**src/rtl/hidden_layer_mac_if.sv**
```systemverilog
// Bus bundle for hidden_layer_mac: Start/End handshake, A/B read ports and RES write port.
// master = the multiplier (drives memory requests), slave = memories and controller side.
interface hidden_layer_mac_if #(
  parameter int width          = 8,
  parameter int A_depth_bits   = 9,
  parameter int B_depth_bits   = 4,
  parameter int RES_depth_bits = 7
);
  logic                      Start_Hidden;
  logic                      End_Hidden;

  logic                      A_read_en;
  logic [A_depth_bits-1:0]   A_read_address;
  logic [width-1:0]          A_read_data_out;

  logic                      B_read_en;
  logic [B_depth_bits-1:0]   B_read_address;
  logic [width-1:0]          B_read_data_out;

  logic                      RES_write_en;
  logic [RES_depth_bits-1:0] RES_write_address;
  logic [width-1:0]          RES_write_data_in;

  modport master (
    input  Start_Hidden,
    input  A_read_data_out,
    input  B_read_data_out,
    output End_Hidden,
    output A_read_en,
    output A_read_address,
    output B_read_en,
    output B_read_address,
    output RES_write_en,
    output RES_write_address,
    output RES_write_data_in
  );

  modport slave (
    output Start_Hidden,
    output A_read_data_out,
    output B_read_data_out,
    input  End_Hidden,
    input  A_read_en,
    input  A_read_address,
    input  B_read_en,
    input  B_read_address,
    input  RES_write_en,
    input  RES_write_address,
    input  RES_write_data_in
  );
endinterface

```
**src/rtl/hidden_layer_mac.sv**
```systemverilog
// Hidden-layer multiplier RES(64x2) = A(64x8) x B(8x2), sequential MAC over 1-cycle-latency memories.
// Optional macro HIDDEN_SAT_EN: saturate RES to 255 instead of truncating (S >> 8).
module hidden_layer_mac #(
  parameter int width          = 8,
  parameter int A_depth_bits   = 9,
  parameter int B_depth_bits   = 4,
  parameter int RES_depth_bits = 7
) (
  input  logic               clk,
  input  logic               rst,
  hidden_layer_mac_if.master bus
);

  localparam logic [2:0] IDLE  = 3'd0;
  localparam logic [2:0] MAC   = 3'd1;
  localparam logic [2:0] TAIL  = 3'd2;
  localparam logic [2:0] WRITE = 3'd3;
  localparam logic [2:0] DONE  = 3'd4;

  // Eight products of two width-bit operands need 3 guard bits.
  localparam int ACC_W = 2 * width + 3;
  localparam int SH_W  = ACC_W - width;

  logic [2:0]         state;
  logic [5:0]         row;
  logic               col;
  logic [2:0]         k;
  logic [ACC_W-1:0]   acc;

  logic [2*width-1:0] product;
  logic [ACC_W-1:0]   sum;
  logic [width-1:0]   res_value;

  logic                      res_en;
  logic [RES_depth_bits-1:0] res_addr;
  logic [width-1:0]          res_data;

  logic in_mac;

  assign product = bus.A_read_data_out * bus.B_read_data_out;
  assign sum     = acc + ACC_W'(product);

`ifdef HIDDEN_SAT_EN
  logic [SH_W-1:0] shifted;
  assign shifted   = SH_W'(sum >> width);
  assign res_value = (shifted > SH_W'((2 ** width) - 1)) ? '1 : width'(shifted);
`else
  assign res_value = width'(sum >> width);
`endif

  always_ff @(posedge clk) begin
    if (rst) begin
      state    <= IDLE;
      row      <= '0;
      col      <= 1'b0;
      k        <= '0;
      acc      <= '0;
      res_en   <= 1'b0;
      res_addr <= '0;
      res_data <= '0;
    end else begin
      res_en <= 1'b0;
      case (state)
        IDLE: begin
          if (bus.Start_Hidden) begin
            row   <= '0;
            col   <= 1'b0;
            k     <= '0;
            acc   <= '0;
            state <= MAC;
          end
        end
        MAC: begin
          // Data on the read ports belongs to k-1; nothing is valid yet at k=0.
          if (k != 3'd0)
            acc <= sum;
          k <= k + 3'd1;
          if (k == 3'd7)
            state <= TAIL;
        end
        TAIL: begin
          res_en   <= 1'b1;
          res_addr <= RES_depth_bits'({row, col});
          res_data <= res_value;
          state    <= WRITE;
        end
        WRITE: begin
          acc <= '0;
          k   <= '0;
          col <= ~col;
          if (col)
            row <= row + 6'd1;
          if (col && (row == 6'd63))
            state <= DONE;
          else
            state <= MAC;
        end
        DONE: begin
          state <= IDLE;
        end
        default: begin
          state <= IDLE;
        end
      endcase
    end
  end

  assign in_mac = (state == MAC);

  assign bus.A_read_en      = in_mac;
  assign bus.A_read_address = in_mac ? A_depth_bits'({row, k}) : '0;
  assign bus.B_read_en      = in_mac;
  assign bus.B_read_address = in_mac ? B_depth_bits'({k, col}) : '0;

  assign bus.RES_write_en      = res_en;
  assign bus.RES_write_address = res_addr;
  assign bus.RES_write_data_in = res_data;

  assign bus.End_Hidden = (state == DONE);

endmodule

```
**src/flat_wrapper.sv**
```systemverilog
// flat-port wrapper written by rule: the top's interface ports become plain ports
module hidden_layer_mac_flat 
#(
  parameter int width          = 8,
  parameter int A_depth_bits   = 9,
  parameter int B_depth_bits   = 4,
  parameter int RES_depth_bits = 7
)
  (clk, rst, bus_Start_Hidden, bus_A_read_data_out, bus_B_read_data_out, bus_End_Hidden, bus_A_read_en, bus_A_read_address, bus_B_read_en, bus_B_read_address, bus_RES_write_en, bus_RES_write_address, bus_RES_write_data_in);
  hidden_layer_mac_if #(.width(width), .A_depth_bits(A_depth_bits), .B_depth_bits(B_depth_bits), .RES_depth_bits(RES_depth_bits)) bus_i ();
  input  logic clk;
  input  logic rst;
  input wire logic [$bits(bus_i.Start_Hidden)-1:0] bus_Start_Hidden;
  input wire logic [$bits(bus_i.A_read_data_out)-1:0] bus_A_read_data_out;
  input wire logic [$bits(bus_i.B_read_data_out)-1:0] bus_B_read_data_out;
  output wire logic [$bits(bus_i.End_Hidden)-1:0] bus_End_Hidden;
  output wire logic [$bits(bus_i.A_read_en)-1:0] bus_A_read_en;
  output wire logic [$bits(bus_i.A_read_address)-1:0] bus_A_read_address;
  output wire logic [$bits(bus_i.B_read_en)-1:0] bus_B_read_en;
  output wire logic [$bits(bus_i.B_read_address)-1:0] bus_B_read_address;
  output wire logic [$bits(bus_i.RES_write_en)-1:0] bus_RES_write_en;
  output wire logic [$bits(bus_i.RES_write_address)-1:0] bus_RES_write_address;
  output wire logic [$bits(bus_i.RES_write_data_in)-1:0] bus_RES_write_data_in;
  assign bus_i.Start_Hidden = bus_Start_Hidden;
  assign bus_i.A_read_data_out = bus_A_read_data_out;
  assign bus_i.B_read_data_out = bus_B_read_data_out;
  assign bus_End_Hidden = bus_i.End_Hidden;
  assign bus_A_read_en = bus_i.A_read_en;
  assign bus_A_read_address = bus_i.A_read_address;
  assign bus_B_read_en = bus_i.B_read_en;
  assign bus_B_read_address = bus_i.B_read_address;
  assign bus_RES_write_en = bus_i.RES_write_en;
  assign bus_RES_write_address = bus_i.RES_write_address;
  assign bus_RES_write_data_in = bus_i.RES_write_data_in;
  hidden_layer_mac #(.width(width), .A_depth_bits(A_depth_bits), .B_depth_bits(B_depth_bits), .RES_depth_bits(RES_depth_bits)) u_core (.clk(clk), .rst(rst), .bus(bus_i));
endmodule
```
**config.mk**
```make
export PLATFORM = sky130hd
export DESIGN_NAME = hidden_layer_mac_flat
export DESIGN_NICKNAME = d
export VERILOG_FILES = /design/src/rtl/hidden_layer_mac_if.sv /design/src/rtl/hidden_layer_mac.sv /design/src/flat_wrapper.sv
export SDC_FILE = /design/constraint.sdc
export NUM_CORES = 1
export LEC_CHECK = 0
export CAP_MARGIN = 20
export CORE_MARGIN = 2
export CORE_UTILIZATION = 50
export DETAILED_ROUTE_END_ITERATION = 12
export PLACE_DENSITY = 0.75
export SLEW_MARGIN = 30
export SYNTH_ARGS = -nofsm -noshare
export SYNTH_HDL_FRONTEND = slang
export SYNTH_SLANG_ARGS = --single-unit
export TNS_END_PERCENT = 100
```
**constraint.sdc**
```tcl
create_clock -name clk -period 5.3 [get_ports clk]
set_clock_uncertainty 0.15 [all_clocks]
set_input_delay 1.325 -clock clk [delete_from_list [all_inputs] [get_ports clk]]
set_output_delay 1.325 -clock clk [all_outputs]
set_load 0.02 [all_outputs]
```
# Yosys cells after proc, flatten, opt, wreduce, memory -nomap -nowiden
# Index checks and enable logic that the tools add are counted.
[word_totals] ramBits=0 register_bits=48 elab_cells=50 output_inout_bits=32 mem_bits_ro=0 mem_count=0 latchBits=0
[classes] reduce_logical=10 mux=17 n_mul=1 order_cmp=0 div_mod_pow=0 n_bitwise=1 n_addsub=3 shift=0 n_eq_ne=10
[op_table] op="one-hot mux 19 bit (3 select lines)" count=1
[op_table] op="2-to-1 mux 19 bit" count=2
[op_table] op="adder 19 x 16 -> 19 bit" count=1
[op_table] op="multiplier 8 x 8 -> 16 bit" count=1
[op_table] op="2-to-1 mux 3 bit" count=4
[op_table] op="2-to-1 mux 6 bit" count=2
[op_table] op="one-hot mux 3 bit (4 select lines)" count=1
[op_table] op="one-hot mux 6 bit (2 select lines)" count=1
[op_table] op="2-to-1 mux 9 bit" count=1
[op_table] op="one-hot mux 3 bit (3 select lines)" count=1
[op_table] op="adder 6 x 1 -> 6 bit, second input constant" count=1
[op_table] op="== test 3 x 2 -> 1 bit, second input constant" count=2
[op_table] op="== test 3 bit, second input constant" count=2
[op_table] op="== test 6 bit, second input constant" count=1
[op_table] op="!= test 2 bit, second input constant" count=3
[op_table] op="AND reduction 2 bit" count=3
[op_table] op="AND reduction 3 bit" count=2
[op_table] op="nonzero test 3 bit" count=2
[op_table] op="2-to-1 mux 4 bit" count=1
[op_table] op="adder 3 x 1 -> 3 bit, second input constant" count=1
[op_table] op="== test 3 x 1 -> 1 bit, second input constant" count=1
[op_table] op="zero test 3 bit" count=1
[op_table] op="2-to-1 mux 1 bit" count=2
[op_table] op="!= test 2 x 1 -> 1 bit, second input constant" count=1
[op_table] op="other kinds (4)" count=4

# Depth between registers and ports, before layout
[logic_depth] depth_word=4 ltp_mapped=17

# Worst setup path before layout
# No wires, ideal clock.
[synth_timing] kind="input to register" from="input port bus_B_read_data_out[1]" to="register u_core.acc[15]" required_time_ns=5.033 slack_ns=-0.074 cell_stages=15 arrival_ns=5.106 setup_ns=0.117 path_cell_list="clkbuf_1 > nand2_1 > fa_1 > inv_1 > fa_1 > fa_1 > inv_1 > fa_1 > inv_1 > ha_1 > a21o_2 > a311o_1 > a31oi_1 > a2bb2oi_1 > nand2_1"
[synth_via] elab_chain_cells=4
[synth_rtl] item="from (decl)" line_no="flat_wrapper.sv:15" rtl="input wire logic [$bits(bus_i.B_read_data_out)-1:0] bus_B_read_data_out;"
[synth_rtl] item="multiplier 8 x 8 -> 16 bit" line_no="hidden_layer_mac.sv:40" rtl="assign product = bus.A_read_data_out * bus.B_read_data_out;"
[synth_rtl] item="adder 19 x 16 -> 19 bit" line_no="hidden_layer_mac.sv:41" rtl="assign sum = acc + ACC_W'(product);"
[synth_rtl] item="2-to-1 mux 19 bit" line_no="hidden_layer_mac.sv:75" rtl="if (k != 3'd0)"
[synth_rtl] item="one-hot mux 19 bit (3 select lines)" line_no="hidden_layer_mac.sv:63" rtl="case (state)"
[synth_rtl] item="to (signal assigned)" line_no="hidden_layer_mac.sv:76" rtl="acc <= sum;"
[synth_rtl] item="to (decl)" line_no="hidden_layer_mac.sv:28" rtl="logic [ACC_W-1:0] acc;"
# Every way passes these cells. The select of a mux whose other input is x is not followed.
# A chain may end at the register's enable or synchronous reset.

# Final worst setup path
[layout_timing] from="input port bus_B_read_data_out[7]" to="register u_core.acc[13]"
# The elaborated chain is that of the path after synthesis.

==> metrics.md <==
| Metric | Value |
|---|---|
| Outcome | completed |
| Max Clock Freq | 0.1922 GHz |
| Post-synthesis mux area share | 0.008789 |
| Clock sink total | 45 |
| Met1 Use GR | 0.3014 |
| Delay-heaviest family, CP | adder cells |
| Inserted Clock Buffers | 5 |
| Synth top area cells | fa_1 22%, dfxtp_1 20%, ha_1 11% |
| Dpl cell area | 5425 um2 |
| Clk_lat worst skew | 0.30 ns |
| Avg Cell Area, Syn | 8.328 um2 |
| Sequential Area | 900.9 um2 |
| Fin cells | 743 |
| Initial core utilization | 0.5198 |
| Total Nets Final | 743 |
| WS Path Type | input pin to register |
| Synth Net Count | 655 |
| Overall die height | 99.45 um |
| Crit. End Element | register |
| Area of the multi-input gates | 3306 um2 |
| FP Rows | 34 |
| Largest net degree at the start of global routing | 36 |
| Ratio of cells with drive above 1 in the final layout | 0.1780 |
| Global-route wire length before repair | 19.15 mm |
| Simple-gate portion of the synthesized area | 0.2161 |
| Worst path bufs/invs | 5 |
| Worst Reg2Reg Path Length in Cells | 16 |
| Most used cell, CP | fa_1 |
| Clock buffer depth | 2 |
| ANT nets after route | 0 |
| Slew at the pin closest to its max-slew limit | 0.8947 ns |
| Residual DRC | 0 |
| Cell leakage power | 0.002650 uW |
| Area of the core | 8763 um2 |
| Ports | 51 |
| CP max FO | 7 |
| Placer congestion estimate | 0.9132 |
| CTS tree | yes |
| Synth Area in Compound Gates | 0.09475 |
| Worst r2r dst | u_core.bus.RES_write_data_in[4] |
| FILL cells | 759 |
| Setup_tns | 0 ns |
| Vias in the first global route | 4,178 |
| Number of enable flip-flop cells after synthesis | 0 |
| Crit path cell chain | buf_4, buf_6, and2_1, fa_1, fa_1, fa_1, inv_1, fa_1, inv_1, ha_4, buf_4, a221oi_4, o221a_4, xnor2_1, o21ai_0 |
| Sequential fraction of the synthesis area | 0.1977 |
| Minimum clock period after layout | 5.204 ns |
| Gr busiest metal | met2 |
| Crit start category | input pin |
| Pre-Repair DR Iteration Count | 4 |
| Final Instance Area | 5662 um2 |
| N_diodes | 0 |
| GRT Total Usage | 0.2353 |
| Slew margin rel. | 0.4018 |
| Wirelength, routed | 10.86 mm |
| Cell area after synthesis | 4556 um2 |
| Critical Path End | u_core.acc[13] |
| Number of cells on the critical path | 15 |
| Worst flop-to-flop path startpoint | u_core.acc[7] |
| Cell taking the most area after synthesis | fa_1 |
| PwrDens | 417.4 nW/um2 |
| Synth Instances | 547 |
| Number of buffers added on ports | 50 |
| GRT met3 Usage | 0.03373 |
| Synth async-reset ratio | 0 |
| Initial antenna violation count | 0 |
| Die Area | 9890 um2 |
| Slew Viols, Final | 0 |
| Slowest CP cell | fa_1 |
| CP Data Required Time | 5.33 ns |
| Critical path origin | bus_B_read_data_out[7] |
| RSZ-0062 raised after global routing | no |
| Vias/cell | 5.218 |
| Final setup viols | 0 |
| Routed len/inst | 14.62 um |
| DP Cell Count | 734 |
| Reg2Reg Setup Slack | 1.06 ns |
| Total Power | 2363 uW |
| Endpoints failing hold | 0 |
| Clock Pin Slew Worst Setup and Hold Paths | 0.09 ns |
| Gr ovfl total | 0 |
| HPWL after DPL | 8.643 mm |
| Top_reg_cell synth | dfxtp_1 |
| CP max stage delay | 0.56 ns |
| Hold Worst Slack | 0.3107 ns |
| #FFs+latches synth | 45 |
| Max-Cap Viols | 0 |
| Die width | 99.45 um |
| Crit path DAT | 5.23 ns |
| Peak VDD IR | 275.9 uV |
| Area Overhead vs Synth | 24.28% |
| Final period util | 0.9818 |
| CTS H-Tree Depth | 2 |
| Area share of the largest cell type after synthesis | 0.2197 |
| Synth Area in Adders | 0.3268 |
| Ys Warns | 0 |
| Drt first-iter violations | 122 |
| Met2 GRT Util | 0.4137 |
| Clk root buf | clkbuf_8 |
| Distinct cell type count after synthesis | 50 |
| Xor/xnor share of the synthesized area | 0.03268 |
| Main combinational cell family by area after synthesis | adder cells |
| Vias | 3,877 |
| Hold Path Class | register to register |
## state kept, by name, indices dropped and copies added, names as in the netlist
signal,count
u_core.row,6
u_core.k,3
u_core.col,1
u_core.bus.RES_write_address,7
u_core.bus.RES_write_data_in,8
u_core.acc,16
u_core.bus.RES_write_en,1
u_core.state,3
## Yosys cell counts (3+ instances only)
cell type / number
a31oi_1: 3
a22o_1: 3
nand2_1: 70
clkbuf_1: 6
or4_1: 3
a21oi_1: 27
a32oi_1: 3
a22oi_1: 3
buf_2: 4
mux2i_1: 4
xnor2_1: 8
xor2_1: 9
and2_1: 46
nand2b_1: 5
inv_1: 105
nand3_1: 25
fa_1: 50
nand4_1: 7
ha_1: 39
dfxtp_1: 45
buf_4: 6
nor3_1: 9
clkbuf_8: 4
nor2_1: 20
and3_1: 6
o21ai_0: 7
## what timing repair did
| action | CTS | global route |
|---|---|---|
| cloned | 0 | 0 |
| pin swaps | 17 | 34 |
| setup endpoints to repair | 16 | 16 |
| setup buffers | 1 | 1 |
| hold buffers | 0 | 0 |
| resized for setup | 73 | 32 |
## layout by cell type, fill, tap and decap left out, drive strengths merged, types with 3 or more instances in the layout
cell type      count
inv              106
nand2             70
buf               67
fa                50
and2              47
dfxtp             45
ha                39
clkdlybuf4s50     34
a21oi             28
nand3             25
nor2              20
nor3               9
xor2               9
xnor2              8
o21ai              8
clkbuf             8
nand4              7
and3               6
nand2b             5
mux2i              4
a32oi              3
or4                3
a22oi              3
a22o               3
o211ai             3
a31oi              3
a21o               3
## metal layers
metal  vias up  share of wire
li1       1903              -
met1      1886           0.45
met2        65           0.50
met3        23          0.029
met4         0          0.020
met5         -              0
## tightest hold or removal path: cells and delay by family, from the launching register on
| kind | cells | cell delay (ns) |
|---|---|---|
| compound gates | 1 | 0.05 |
| flops | 1 | 0.32 |
| simple gates | 1 | 0.05 |
## per-stage QoR
step / util / worst slack, ns
2_1_floorplan: - / 0.02963
3_3_place_gp: 0.6191 / -0.6986
3_5_place_dp: 0.6191 / -0.8451
4_1_cts: 0.6438 / 0.0006488
5_1_grt: 0.6461 / 0.0004414
6_report: 0.6461 / 0.09621
## report_power, final
group	internal [uW]	total [uW]	switching [uW]
sequential	355	367	12.8
combinational	874	1780	907
clock	91.3	215	123
## final cells by class
cell class,count,area share
inverters,106,0.07028
clock buffers,5,0.01215
clock inverters,2,0.002431
repair buffers,104,0.1483
flip-flops and latches,45,0.1591
multi-input cells,373,0.5839
well taps,108,0.02387
## cells by family (layout without fill, tap and decap cells)
group	Yosys count	count (layout)
AND/OR/NAND/NOR	198	198
buffers and inverters	129	217
AO/OA/AOI/OAI	65	65
multiplexers	4	4
flip-flops	45	45
XOR/XNOR	17	17
adder cells (fa/ha/maj)	89	89
## how the worst min path moves through the flow
stage | end | start | cells after the start | slack [ns]
floorplan | u_core.acc[13] | u_core.acc[13] | 2 | 0.28
global placement | u_core.acc[3] | u_core.acc[3] | 2 | 0.29
detailed placement | u_core.acc[6] | u_core.acc[6] | 2 | 0.30
CTS | u_core.acc[6] | u_core.acc[6] | 2 | 0.31
global route | u_core.acc[1] | u_core.acc[1] | 2 | 0.33
finish | u_core.acc[1] | u_core.acc[1] | 2 | 0.31
(Power assumes the default switching activity.)
